==> src/rtl/combo_entry_ctrl_if.sv <==
// combo_entry_ctrl_if: request/result channel between system logic and the lock driver
//   req_valid/req_ready  request handshake (accept = req_valid & req_ready)
//   req_op               00 open, 01 close, 10 change code, 11 reserved
//   req_code/req_newcode current code / new code (change only)
//   done/status          one-cycle result strobe, status 00 OK, 01 REJECTED, 10 ALARM, 11 ERROR
interface combo_entry_ctrl_if;
    logic       req_valid;
    logic       req_ready;
    logic [1:0] req_op;
    logic [3:0] req_code;
    logic [3:0] req_newcode;
    logic       done;
    logic [1:0] status;
    modport master (output req_valid, req_op, req_code, req_newcode, input req_ready, done, status);
    modport slave (input req_valid, req_op, req_code, req_newcode, output req_ready, done, status);
endinterface

==> src/rtl/combo_entry_ctrl.sv <==
// combo_entry_ctrl: drives a combination lock's code lines and buttons for one request, returns one result
//   Clock, Resetn  clock (rising edge), asynchronous active-low reset
//   req            request/result channel (slave side)
//   lock_state     lock state: 00 IN, 01 OPEN, 10 NEW, 11 ALARM
//   code_out       to lock x3..x0, held between requests
//   confirm_out    to lock confirm button
//   change_out     to lock change button
module combo_entry_ctrl #(
    parameter int SETTLE    = 4,
    parameter int PULSE_LEN = 3,
    parameter int RESP_WAIT = 16
) (
    input  logic                     Clock,
    input  logic                     Resetn,
    combo_entry_ctrl_if.slave        req,
    input  logic [1:0]               lock_state,
    output logic [3:0]               code_out,
    output logic                     confirm_out,
    output logic                     change_out
);
    localparam int MX = (SETTLE > PULSE_LEN) ? ((SETTLE > RESP_WAIT) ? SETTLE : RESP_WAIT)
                                             : ((PULSE_LEN > RESP_WAIT) ? PULSE_LEN : RESP_WAIT);
    localparam int CW = $clog2(MX) + 1;
    localparam logic [CW-1:0] SET_T = CW'(SETTLE - 1);
    localparam logic [CW-1:0] PUL_T = CW'(PULSE_LEN - 1);
    localparam logic [CW-1:0] RSP_T = CW'(RESP_WAIT - 1);
    localparam logic [1:0] L_IN = 2'b00, L_OPEN = 2'b01, L_NEW = 2'b10, L_ALARM = 2'b11;
    localparam logic [1:0] S_OK = 2'b00, S_REJ = 2'b01, S_ALM = 2'b10, S_ERR = 2'b11;
    localparam logic [1:0] OP_OPEN = 2'b00, OP_CLOSE = 2'b01, OP_CHANGE = 2'b10, OP_RSV = 2'b11;

    typedef enum logic [3:0] {IDLE, CHECK, SETUP, PRESS, WAIT, SETUP2, PRESS2, WAIT2, REPORT} state_t;

    state_t        st;
    logic [CW-1:0] cnt;
    logic [1:0]    op;
    logic [3:0]    code, newcode;
    logic          rdy, done_r;
    logic [1:0]    status_r;

    logic       chk_ok, to_setup2;
    logic [1:0] chk_status, stay_val, target, hit_status, exp_status;

    // Start-state rule: alarm dominates, then reserved op, then open/change need IN, close needs OPEN.
    assign chk_ok     = lock_state != L_ALARM && op != OP_RSV && lock_state == (op == OP_CLOSE ? L_OPEN : L_IN);
    assign chk_status = lock_state == L_ALARM ? S_ALM : S_ERR;
    // While waiting, stay_val is "lock has not reacted yet"; any other value resolves the wait.
    assign stay_val   = st == WAIT2 ? L_NEW : op == OP_CLOSE ? L_OPEN : L_IN;
    assign target     = st == WAIT2 ? L_IN : op == OP_OPEN ? L_OPEN : op == OP_CLOSE ? L_IN : L_NEW;
    assign to_setup2  = st == WAIT && op == OP_CHANGE && lock_state == L_NEW;
    assign hit_status = lock_state == target ? S_OK
                      : (lock_state == L_ALARM && st == WAIT && op != OP_CLOSE) ? S_ALM : S_ERR;
    assign exp_status = (st == WAIT2 || op == OP_CLOSE) ? S_ERR : S_REJ;

    assign req.req_ready = rdy;
    assign req.done      = done_r;
    assign req.status    = status_r;

    always_ff @(posedge Clock or negedge Resetn) begin
        if (!Resetn) begin
            st          <= IDLE;
            cnt         <= '0;
            op          <= '0;
            code        <= '0;
            newcode     <= '0;
            rdy         <= 1'b1;
            done_r      <= 1'b0;
            status_r    <= S_OK;
            code_out    <= '0;
            confirm_out <= 1'b0;
            change_out  <= 1'b0;
        end else begin
            done_r <= 1'b0;
            case (st)
                IDLE: if (req.req_valid) begin
                    st      <= CHECK;
                    rdy     <= 1'b0;
                    op      <= req.req_op;
                    code    <= req.req_code;
                    newcode <= req.req_newcode;
                end
                CHECK: if (chk_ok) begin
                    st  <= SETUP;
                    cnt <= '0;
                    if (op != OP_CLOSE) code_out <= code;
                end else begin
                    st       <= REPORT;
                    done_r   <= 1'b1;
                    status_r <= chk_status;
                end
                SETUP, SETUP2: if (cnt == SET_T) begin
                    st          <= st == SETUP ? PRESS : PRESS2;
                    cnt         <= '0;
                    confirm_out <= st == SETUP2 || op != OP_CHANGE;
                    change_out  <= st == SETUP && op == OP_CHANGE;
                end else cnt <= cnt + 1'b1;
                PRESS, PRESS2: if (cnt == PUL_T) begin
                    st          <= st == PRESS ? WAIT : WAIT2;
                    cnt         <= '0;
                    confirm_out <= 1'b0;
                    change_out  <= 1'b0;
                end else cnt <= cnt + 1'b1;
                WAIT, WAIT2: if (to_setup2) begin
                    st       <= SETUP2;
                    cnt      <= '0;
                    code_out <= newcode;
                end else if (lock_state != stay_val || cnt == RSP_T) begin
                    st       <= REPORT;
                    done_r   <= 1'b1;
                    status_r <= lock_state != stay_val ? hit_status : exp_status;
                end else cnt <= cnt + 1'b1;
                REPORT: begin
                    st  <= IDLE;
                    rdy <= 1'b1;
                end
                default: begin
                    st  <= IDLE;
                    rdy <= 1'b1;
                end
            endcase
        end
    end
endmodule
==> src/flat_wrapper.sv <==
// flat-port wrapper written by rule: the top's interface ports become plain ports
module combo_entry_ctrl_flat 
#(
    parameter int SETTLE    = 4,
    parameter int PULSE_LEN = 3,
    parameter int RESP_WAIT = 16
)
  (Clock, Resetn, lock_state, code_out, confirm_out, change_out, req_req_valid, req_req_op, req_req_code, req_req_newcode, req_req_ready, req_done, req_status);
  combo_entry_ctrl_if req_i ();
  input  logic Clock;
  input  logic Resetn;
  input  logic [1:0] lock_state;
  output logic [3:0] code_out;
  output logic confirm_out;
  output logic change_out;
  input wire logic [$bits(req_i.req_valid)-1:0] req_req_valid;
  input wire logic [$bits(req_i.req_op)-1:0] req_req_op;
  input wire logic [$bits(req_i.req_code)-1:0] req_req_code;
  input wire logic [$bits(req_i.req_newcode)-1:0] req_req_newcode;
  output wire logic [$bits(req_i.req_ready)-1:0] req_req_ready;
  output wire logic [$bits(req_i.done)-1:0] req_done;
  output wire logic [$bits(req_i.status)-1:0] req_status;
  assign req_i.req_valid = req_req_valid;
  assign req_i.req_op = req_req_op;
  assign req_i.req_code = req_req_code;
  assign req_i.req_newcode = req_req_newcode;
  assign req_req_ready = req_i.req_ready;
  assign req_done = req_i.done;
  assign req_status = req_i.status;
  combo_entry_ctrl #(.SETTLE(SETTLE), .PULSE_LEN(PULSE_LEN), .RESP_WAIT(RESP_WAIT)) u_core (.Clock(Clock), .Resetn(Resetn), .req(req_i), .lock_state(lock_state), .code_out(code_out), .confirm_out(confirm_out), .change_out(change_out));
endmodule
==> config.mk <==
export PLATFORM = sky130hd
export DESIGN_NAME = combo_entry_ctrl_flat
export DESIGN_NICKNAME = d
export VERILOG_FILES = /design/src/rtl/combo_entry_ctrl_if.sv /design/src/rtl/combo_entry_ctrl.sv /design/src/flat_wrapper.sv
export SDC_FILE = /design/constraint.sdc
export NUM_CORES = 1
export LEC_CHECK = 0
export CORE_UTILIZATION = 45
export CTS_CLUSTER_DIAMETER = 40
export DETAILED_ROUTE_END_ITERATION = 10
export GPL_TIMING_DRIVEN = 0
export PLACE_DENSITY = 0.73
export SLEW_MARGIN = 15
export SYNTH_ARGS = -nofsm -noshare
export SYNTH_HDL_FRONTEND = slang
export SYNTH_SLANG_ARGS = --single-unit
export TNS_END_PERCENT = 1
==> constraint.sdc <==
create_clock -name Clock -period 2.5 [get_ports Clock]
set_clock_uncertainty 0.1 [all_clocks]
set_input_delay 0.625 -clock Clock [delete_from_list [all_inputs] [get_ports Clock]]
set_output_delay 0.625 -clock Clock [all_outputs]
set_load 0.01 [all_outputs]
==> results.md, run 1 <==
- For this run, the register share of the synthesized area comes to 40.7%.
- In this run, synthesis inferred 0 flip-flops with an integrated enable.
- The synthesized netlist occupies a cell area of 0.00179 sq mm.
- The core utilization of the finished layout is 58.5%.
- The slowest stage cell on the critical path is sky130_fd_sc_hd__clkdlybuf4s50_1.
- The average via count per standard cell is 6.07.
- The kind of cell adding the most delay to the critical path is buffers and inverters.
- The critical path in this run is classified as in -> reg.
- Together, buffers and inverters on the worst path number 2.
- The initial antenna violation count is 0.
- The number of design rule violations left after detail routing is 0.
- The number of buffers inserted for hold repair after clock tree synthesis is 0.
- The number of nets in the synthesized netlist is 197.
- The met3 wirelength from detailed routing is 303 um.
- Summed over all layers, the routed wires come to 4.08 mm.
- The number of input and output port buffers inserted is 24.
- For the worst flop-to-flop path, the logic depth is 8.
- CTS built an H-tree with a depth of 2.
- Data on the critical path arrives at its endpoint at 2.48 ns.
- At the pin with the least slew margin, the transition time is 0.624 ns.
- The later pin in the worst-skew pair is clocked with a latency of 0.28 ns.
- Once placement completed, the tool counted placed cells totaling 251.
- The first detailed-routing pass ran for 4 iterations.
- In the final routed layout, each cell accounts on average for 15.7 um.
- The number of clock buffers added by TritonCTS is 5.
- The timing-limited maximum frequency is 0.415 GHz.
- Walking the worst path, the cells encountered are clkdlybuf4s50_1 > clkbuf_4 > and2b_1 > and2_4 > o311ai_4 > o21ai_2 > mux2_2.
- The number of antenna diodes is 0.
- The standby leakage power is 0.907 nW.
- Summed over all nets, wire length on met2 after detailed routing comes to 2.05 mm.
- Headroom to the max-slew limit came out at 58.4%.
- The number of hold violations in the final report is 0.
- The pin count of the biggest net entering global routing is 30.
- In this run the standard cell core region covers 0.00374 sq mm.
- The full die area is 0.00423 sq mm.
- The total setup buffers inserted after CTS is 0.
- The fraction of layout instances using a drive strength above 1 is 21.3%.
- Of all nets on the critical path, the largest fanout is 10.
- Counting every sink on the clock net gives 29.
- Among all flip-flop cells after synthesis, the most frequent one is sky130_fd_sc_hd__dfrtp_1.
- The sum of net half-perimeters after detailed placement is 3.01 mm.
- The worst endpoint required time is 2.57 ns.
- The first global-routing pass estimated 6.99 mm of wire.
- The placer congestion estimate is 0.950.
- The tool flagged a number of max-cap violations equal to 0.
- The final count of pins violating max slew is 0.
- TritonCTS built the clock tree.
- The global-route usage over all layers is 21.6%.
- The remaining antenna violation count is 0.
- The number of rows created at floorplan is 22.
- In this run the number of cells on the critical path is 7.
- Excluding fillers, the count of instances in the completed layout stands at 259.
- The count of distinct cell types in the synthesized netlist is 56.
- The number of nets in the layout is 228.
- The post-synthesis instance total is 179.
- The mean post-synth cell area is 9.98 sq um.
- The clock-pin transition on the worst setup and hold timing paths is 0.07 ns.
- The number of global-route vias before repair is 1525.
- The async set or reset register ratio after synthesis is 100%.
- The type of origin of the critical path is a primary input.
- The count of boundary I/O pins is 25.
- Counting the fill cells in the layout gives 325.
- Setup repair after global routing left no endpoint under its margin.
- The die is 65.0 um tall.
- After the first detailed-routing iteration, the DRC count stood at 99.
- The area added between synthesis and finish is 22.5%.
- The leftover overflow at the end of global routing is 0.
- The worst setup path is captured at a register.
- The register bit count reported by yosys is 29.
- The highest metal layer carrying signal wires in the routed design is met4.
- Dividing total power by cell area gives a power density of 1110 mW/mm^2.
- The overall power is 2.43 mW.
- In this run the horizontal extent of the chip is 65.0 um.
- The number of warnings issued by yosys is 0.
- The buffer levels on the longest clock path is 2.
- The post-route fraction of the period consumed by the critical path is 96.5%.
- The maximum ir drop on the vdd rail is 0.567 mV.
- On the worst path, the slowest cell contributes a delay of 0.49 ns.
- Setup violations remaining at the end of the flow were counted as 0.
- The wire length on met1 is 1.67 mm.
- Subtracting the final worst setup slack from the clock period gives 2.41 ns.
- The root buffer cell is sky130_fd_sc_hd__clkbuf_8.
- Detailed routing inserted a total of 1571 vias.
- The initial utilization of the core area, before any placement, comes to 47.7%.
- The flow ran to the end, and the final reports show no timing, DRC or antenna violations.
- The classification of the worst-slack hold path is in -> async.
==> final cells by class <==
cell class                 count  area, sq um  area share [%]
clock inverter                 3         17.5           0.800
clock buffer                   5         68.8            3.14
inverter                       8         30.0            1.37
timing repair buffer          24          235            10.7
sequential                    29          727            33.2
multi-input combinational    134         1000            45.8
tap                           48         60.1            2.74
buffer                         8         47.5            2.17
==> power by group <==
| group | internal [mW] | total, mW | switching [mW] |
|---|---|---|---|
| combinational | 0.573 | 1.23 | 0.655 |
| sequential | 0.675 | 0.826 | 0.151 |
| clock | 0.192 | 0.378 | 0.187 |
| total | 1.44 | 2.43 | 0.993 |
==> metrics by stage <==
step	setup WS, ns	hold WS (ns)	TNS (ns)	instance area (sq um)
finish	0.0884	0.248	0	2190
global route	0.0173	0.316	0	2190
CTS	0.0437	0.278	0	2170
detailed placement	-0.364	0.381	-2.71	2080
global placement	-0.260	0.367	-1.54	2090
floorplan	0.429	0.229	0	1790
==> per-layer routing <==
metal,up-vias,track usage [%]
li1,721,-
met1,759,27.3
met2,80,36.6
met3,11,4.93
met4,0,6.25
met5,-,0
==> timing repair <==
item                                    in CTS  in global routing
pin swaps                                    0                  1
endpoints found under the setup margin       1                  7
resized for setup                            1                  5
==> logic make-up after synthesis <==
group | count (synthesis) | synth area share (%)
adders and majority gates | 3 | 2.10
AOI/OAI and AO/OA | 47 | 19.9
and+or+nand+nor | 65 | 21.4
buffers and inverters | 16 | 4.13
DFF | 29 | 40.7
muxes | 19 | 11.8
==> sequential cells by signal (all words and copies together), names as in the netlist <==
| register | count |
|---|---|
| u_core.cnt | 5 |
| u_core.code | 4 |
| u_core.code_out | 4 |
| u_core.newcode | 4 |
| u_core.st | 4 |
| u_core.op | 2 |
| u_core.req.status | 2 |
| u_core.change_out | 1 |
| u_core.confirm_out | 1 |
| u_core.req.done | 1 |
| u_core.req.req_ready | 1 |
==> worst paths after layout <==
check | startpoint | end | slack, ns
max | lock_state[0] | u_core.cnt[0] | 0.09
min | Resetn | u_core.st[2] | 0.25
max reg2reg | u_core.cnt[0] | u_core.change_out | 0.18
min reg2reg | u_core.code_out[3] | u_core.code_out[3] | 0.38
max in group asynchronous | Resetn | u_core.code[2] | 1.63
min in group Clock | u_core.code_out[3] | u_core.code_out[3] | 0.38
==> placed cells by master (no fill, tap or decap), types with 2 or more instances in the layout <==
| master | instances |
|---|---|
| sky130_fd_sc_hd__dfrtp_1 | 28 |
| sky130_fd_sc_hd__clkdlybuf4s50_1 | 23 |
| sky130_fd_sc_hd__nand2_1 | 17 |
| sky130_fd_sc_hd__nor2_1 | 13 |
| sky130_fd_sc_hd__mux2_2 | 11 |
| sky130_fd_sc_hd__inv_1 | 8 |
| sky130_fd_sc_hd__o21ai_0 | 7 |
| sky130_fd_sc_hd__mux2i_1 | 6 |
| sky130_fd_sc_hd__nand2b_1 | 6 |
| sky130_fd_sc_hd__a21oi_1 | 6 |
| sky130_fd_sc_hd__buf_2 | 5 |
| sky130_fd_sc_hd__nor3_1 | 5 |
| sky130_fd_sc_hd__o211ai_1 | 5 |
| sky130_fd_sc_hd__clkbuf_8 | 5 |
| sky130_fd_sc_hd__o31ai_1 | 4 |
| sky130_fd_sc_hd__o21ai_1 | 3 |
| sky130_fd_sc_hd__ha_1 | 3 |
| sky130_fd_sc_hd__nand3b_1 | 2 |
| sky130_fd_sc_hd__nand4_1 | 2 |
| sky130_fd_sc_hd__and4bb_2 | 2 |
| sky130_fd_sc_hd__or2_2 | 2 |
| sky130_fd_sc_hd__a31oi_1 | 2 |
| sky130_fd_sc_hd__o221ai_2 | 2 |
| sky130_fd_sc_hd__o21ai_2 | 2 |
| sky130_fd_sc_hd__nor4b_2 | 2 |
| sky130_fd_sc_hd__o22ai_1 | 2 |
| sky130_fd_sc_hd__clkinv_2 | 2 |
==> synth_stat cells, types with 3 or more instances <==
| cell | instances | area share, % |
|---|---|---|
| sky130_fd_sc_hd__o21ai_0 | 7 | 2.0 |
| sky130_fd_sc_hd__nor3_1 | 5 | 1.4 |
| sky130_fd_sc_hd__nand2_1 | 17 | 3.6 |
| sky130_fd_sc_hd__o211ai_1 | 5 | 2.1 |
| sky130_fd_sc_hd__ha_1 | 3 | 2.1 |
| sky130_fd_sc_hd__o21ai_1 | 3 | 0.84 |
| sky130_fd_sc_hd__buf_2 | 5 | 1.4 |
| sky130_fd_sc_hd__mux2i_1 | 6 | 3.4 |
| sky130_fd_sc_hd__dfrtp_1 | 28 | 39 |
| sky130_fd_sc_hd__o31ai_1 | 4 | 1.7 |
| sky130_fd_sc_hd__mux2_2 | 11 | 6.9 |
| sky130_fd_sc_hd__nor2_1 | 13 | 2.7 |
| sky130_fd_sc_hd__a21oi_1 | 7 | 2.0 |
| sky130_fd_sc_hd__inv_1 | 8 | 1.7 |
| sky130_fd_sc_hd__nand2b_1 | 6 | 2.1 |
Note: power is estimated with default switching activity, not from simulation.
==> run 2, diff against run 1 <==
--- a/config.mk
+++ b/config.mk
@@ -8,7 +8,6 @@
 export CORE_UTILIZATION = 45
 export CTS_CLUSTER_DIAMETER = 40
 export DETAILED_ROUTE_END_ITERATION = 10
-export GPL_TIMING_DRIVEN = 0
 export PLACE_DENSITY = 0.73
 export SLEW_MARGIN = 15
 export SYNTH_ARGS = -nofsm -noshare
==> run 2 against run 1 <==
First-iteration DRC count is 17% lower. Non-clock buffer count is 14 higher. Register-to-register slack hardly changed. Clock-buffer cell count stayed put. Core utilization is 4.1 points higher. Sequential share of layout area is 2.2 points lower. Die area stayed put. Critical path type unchanged. Largest power group unchanged. Highest routed layer unchanged.
==> results.md, run 2 (synthesized netlist as in run 1, its figures left out) <==
- STA classifies the critical path endpoint as a register.
- Summed over all layers, the routed wires come to 4.31 mm.
- In the final timing run, aggregate negative setup slack is 0 ns.
- The critical path goes through clkdlybuf4s50_1 > or2_1 > a21oi_1 > a211o_1 > nand3_4 > o21bai_1 > a22o_1.
- The number of flip-flops in the largest register is 5.
- The initial antenna violation count came to 0.
- Summed over all cells, the static leakage comes to 1.00 nW.
- The post-route netlist has 25.3% of its cells at a drive strength greater than 1.
- The later pin in the worst-skew pair is clocked with a latency of 0.29 ns.
- STA puts the critical path data arrival time at 2.46 ns.
- The type of the worst setup path is in -> reg.
- The placement-stage worst setup slack is -0.171 ns.
- In this run the worst path has a maximum fanout of 8.
- At the end of routability-driven placement, the weighted congestion stood at 0.854.
- After global routing, the most crowded layer is met2.
- The clock tree from TritonCTS is built.
- The minimum period implied by the final worst setup slack is 2.39 ns.
- The final count of pins violating max slew is 0.
- The global-route track usage on met3 is 3.87%.
- The number of max-cap violations is 0.
- For this design, the CTS-stage hold fixing added 0 buffers.
- Data on the critical path is required at its endpoint by 2.57 ns.
- The actual transition at the worst max-transition pin is 0.429 ns.
- The count of routing violations after the opening detailed-route iteration is 82.
- The root buffer cell is sky130_fd_sc_hd__clkbuf_8.
- The pin count of the biggest net entering global routing is 30.
- The total via count in the routed design is 1593.
- The type of origin of the critical path is a primary input.
- The run finished with clean final reports.
- The area added between synthesis and finish is 31.1%.
- The ratio of total power to cell area is 1170 mW/mm^2.
- The average via count per standard cell is 5.84.
- The register with the highest flop count is u_core.cnt.
- The first-pass iteration count of the detailed router is 4.
- The H-tree generated during clock tree synthesis spans 2 levels.
- The delay of the slowest critical-path stage is 0.51 ns.
- Across the VDD grid, the largest voltage drop is 0.667 mV.
- The floorplan step defined a die boundary enclosing 0.00423 sq mm.
- For this design the top-level I/O count stands at 25.
- The total setup buffers inserted after CTS is 0.
- After detailed placement, the total cell area comes to 0.00221 sq mm.
- The number of failing setup endpoints in the final timing report is 0.
- The global-route usage over all layers is 22.6%.
- Buffers inserted during clock tree synthesis total 5.
- The layout has 313 filler cells.
- The timing-limited maximum frequency is 0.419 GHz.
- The number of gates resized after CTS is 0.
- The buffer levels on the longest clock path is 2.
- From left edge to right edge, the die measures 65.0 um.
- The post-route cell area is 0.00234 sq mm.
- For this configuration, the core starts out at a cell density of 47.7%.
- The number of hold violations in the final report is 0.
- The number of input and output port buffers inserted is 24.
- The first global-routing pass estimated 7.34 mm of wire.
- The global routing usage on met2 is 38.5%.
- The slowest stage cell on the critical path is sky130_fd_sc_hd__clkdlybuf4s50_1.
- The number of antenna diodes is 0.
- The floorplan has 22 rows.
- At the end of the flow, the number of nets in the layout was 242.
- The library cells used most frequently in the layout, excluding fill and tap cells, are sky130_fd_sc_hd__dfrtp_1, sky130_fd_sc_hd__clkdlybuf4s50_1, sky130_fd_sc_hd__buf_4.
- The clock sink total is 29.
- Setup slack closes at 0.113 ns.
- The number of design rule violations left after detail routing is 0.
- Setup repair after global routing left no endpoint under its margin.
- Detailed placement finished with a half-perimeter wire length of 3.21 mm.
- After clock tree synthesis, the clock-pin slew on the worst setup and hold paths is 0.07 ns.
- The post-route fraction of the period consumed by the critical path is 95.5%.
- Leaving out fill and tap cells, the most frequent cell in the layout is sky130_fd_sc_hd__dfrtp_1.
- The remaining antenna violation count is 0.
- The number of global-route vias before repair is 1646.
- The average detailed-routed wire length per instance is 15.8 um.
- Summed over all layers, the global routing overflow is 0.
- After floorplanning, the core was sized to cover 0.00374 sq mm.
- In the global route stage, met1 resource usage came out at 28.4%.
- The max-slew headroom at the worst pin is 71.3%.
- The min-delay analysis places its worst path in the category reg -> reg.
- The floorplan die height is 65.0 um.
## run 2: worst paths after layout
check	startpoint	endpoint	slack, ns	cells after the start
worst max-delay path	lock_state[0]	u_core.cnt[2]	0.11	7
worst min-delay path	u_core.code_out[3]	u_core.code_out[3]	0.39	2
worst max register to register	u_core.cnt[0]	u_core.change_out	0.17	7
worst min register to register	u_core.code_out[3]	u_core.code_out[3]	0.39	2
max in group asynchronous	Resetn	u_core.req.req_ready	1.36	2
min in group asynchronous	Resetn	u_core.st[1]	0.61	2
## run 2: layout make-up
cell class	count	area [sq um]	area share [%]
Sequential cell	29	727	31.0
Clock buffer	5	68.8	2.94
Inverter	8	30.0	1.28
Clock inverter	3	65.1	2.78
Timing Repair Buffer	46	405	17.3
Tap cell	48	60.1	2.56
Multi-Input combinational cell	134	986	42.1
## run 2: power by group
group / internal [mW] / switching, mW / total (mW)
Sequential: 0.675 / 0.158 / 0.832
Combinational: 0.666 / 0.662 / 1.33
Clock: 0.396 / 0.191 / 0.587
## run 2: per-layer routing
layer / vias to the layer above / share of wire (%)
li1: 749 / -
met1: 774 / 43
met2: 60 / 50
met3: 10 / 5.4
met4: 0 / 1.8
met5: - / 0
## run 2: through the flow
step / utilization, % / power (mW) / hold slack (ns) / std cells
after floorplan: - / 1.63 / 0.229 / 179
after global placement: 59.0 / 2.09 / 0.366 / 265
after detailed placement: 59.0 / 2.16 / 0.379 / 265
after CTS: 62.6 / 2.74 / 0.398 / 273
after global routing: 62.6 / 2.92 / 0.417 / 273
final: 62.6 / 2.75 / 0.391 / 273
## run 2: worst max-delay path, delay by kind of cell
kind | cells | cell delay (ns)
AO/OA/AOI/OAI | 4 | 0.96
AND/OR/NAND/NOR | 2 | 0.36
buffers and inverters | 1 | 0.51
==> run 3, diff against run 2 <==
--- a/config.mk
+++ b/config.mk
@@ -13,4 +13,3 @@
 export SYNTH_ARGS = -nofsm -noshare
 export SYNTH_HDL_FRONTEND = slang
 export SYNTH_SLANG_ARGS = --single-unit
-export TNS_END_PERCENT = 1
==> results of run 3 <==
Same layout as run 2: the final DEF is identical, and so are final timing and power.
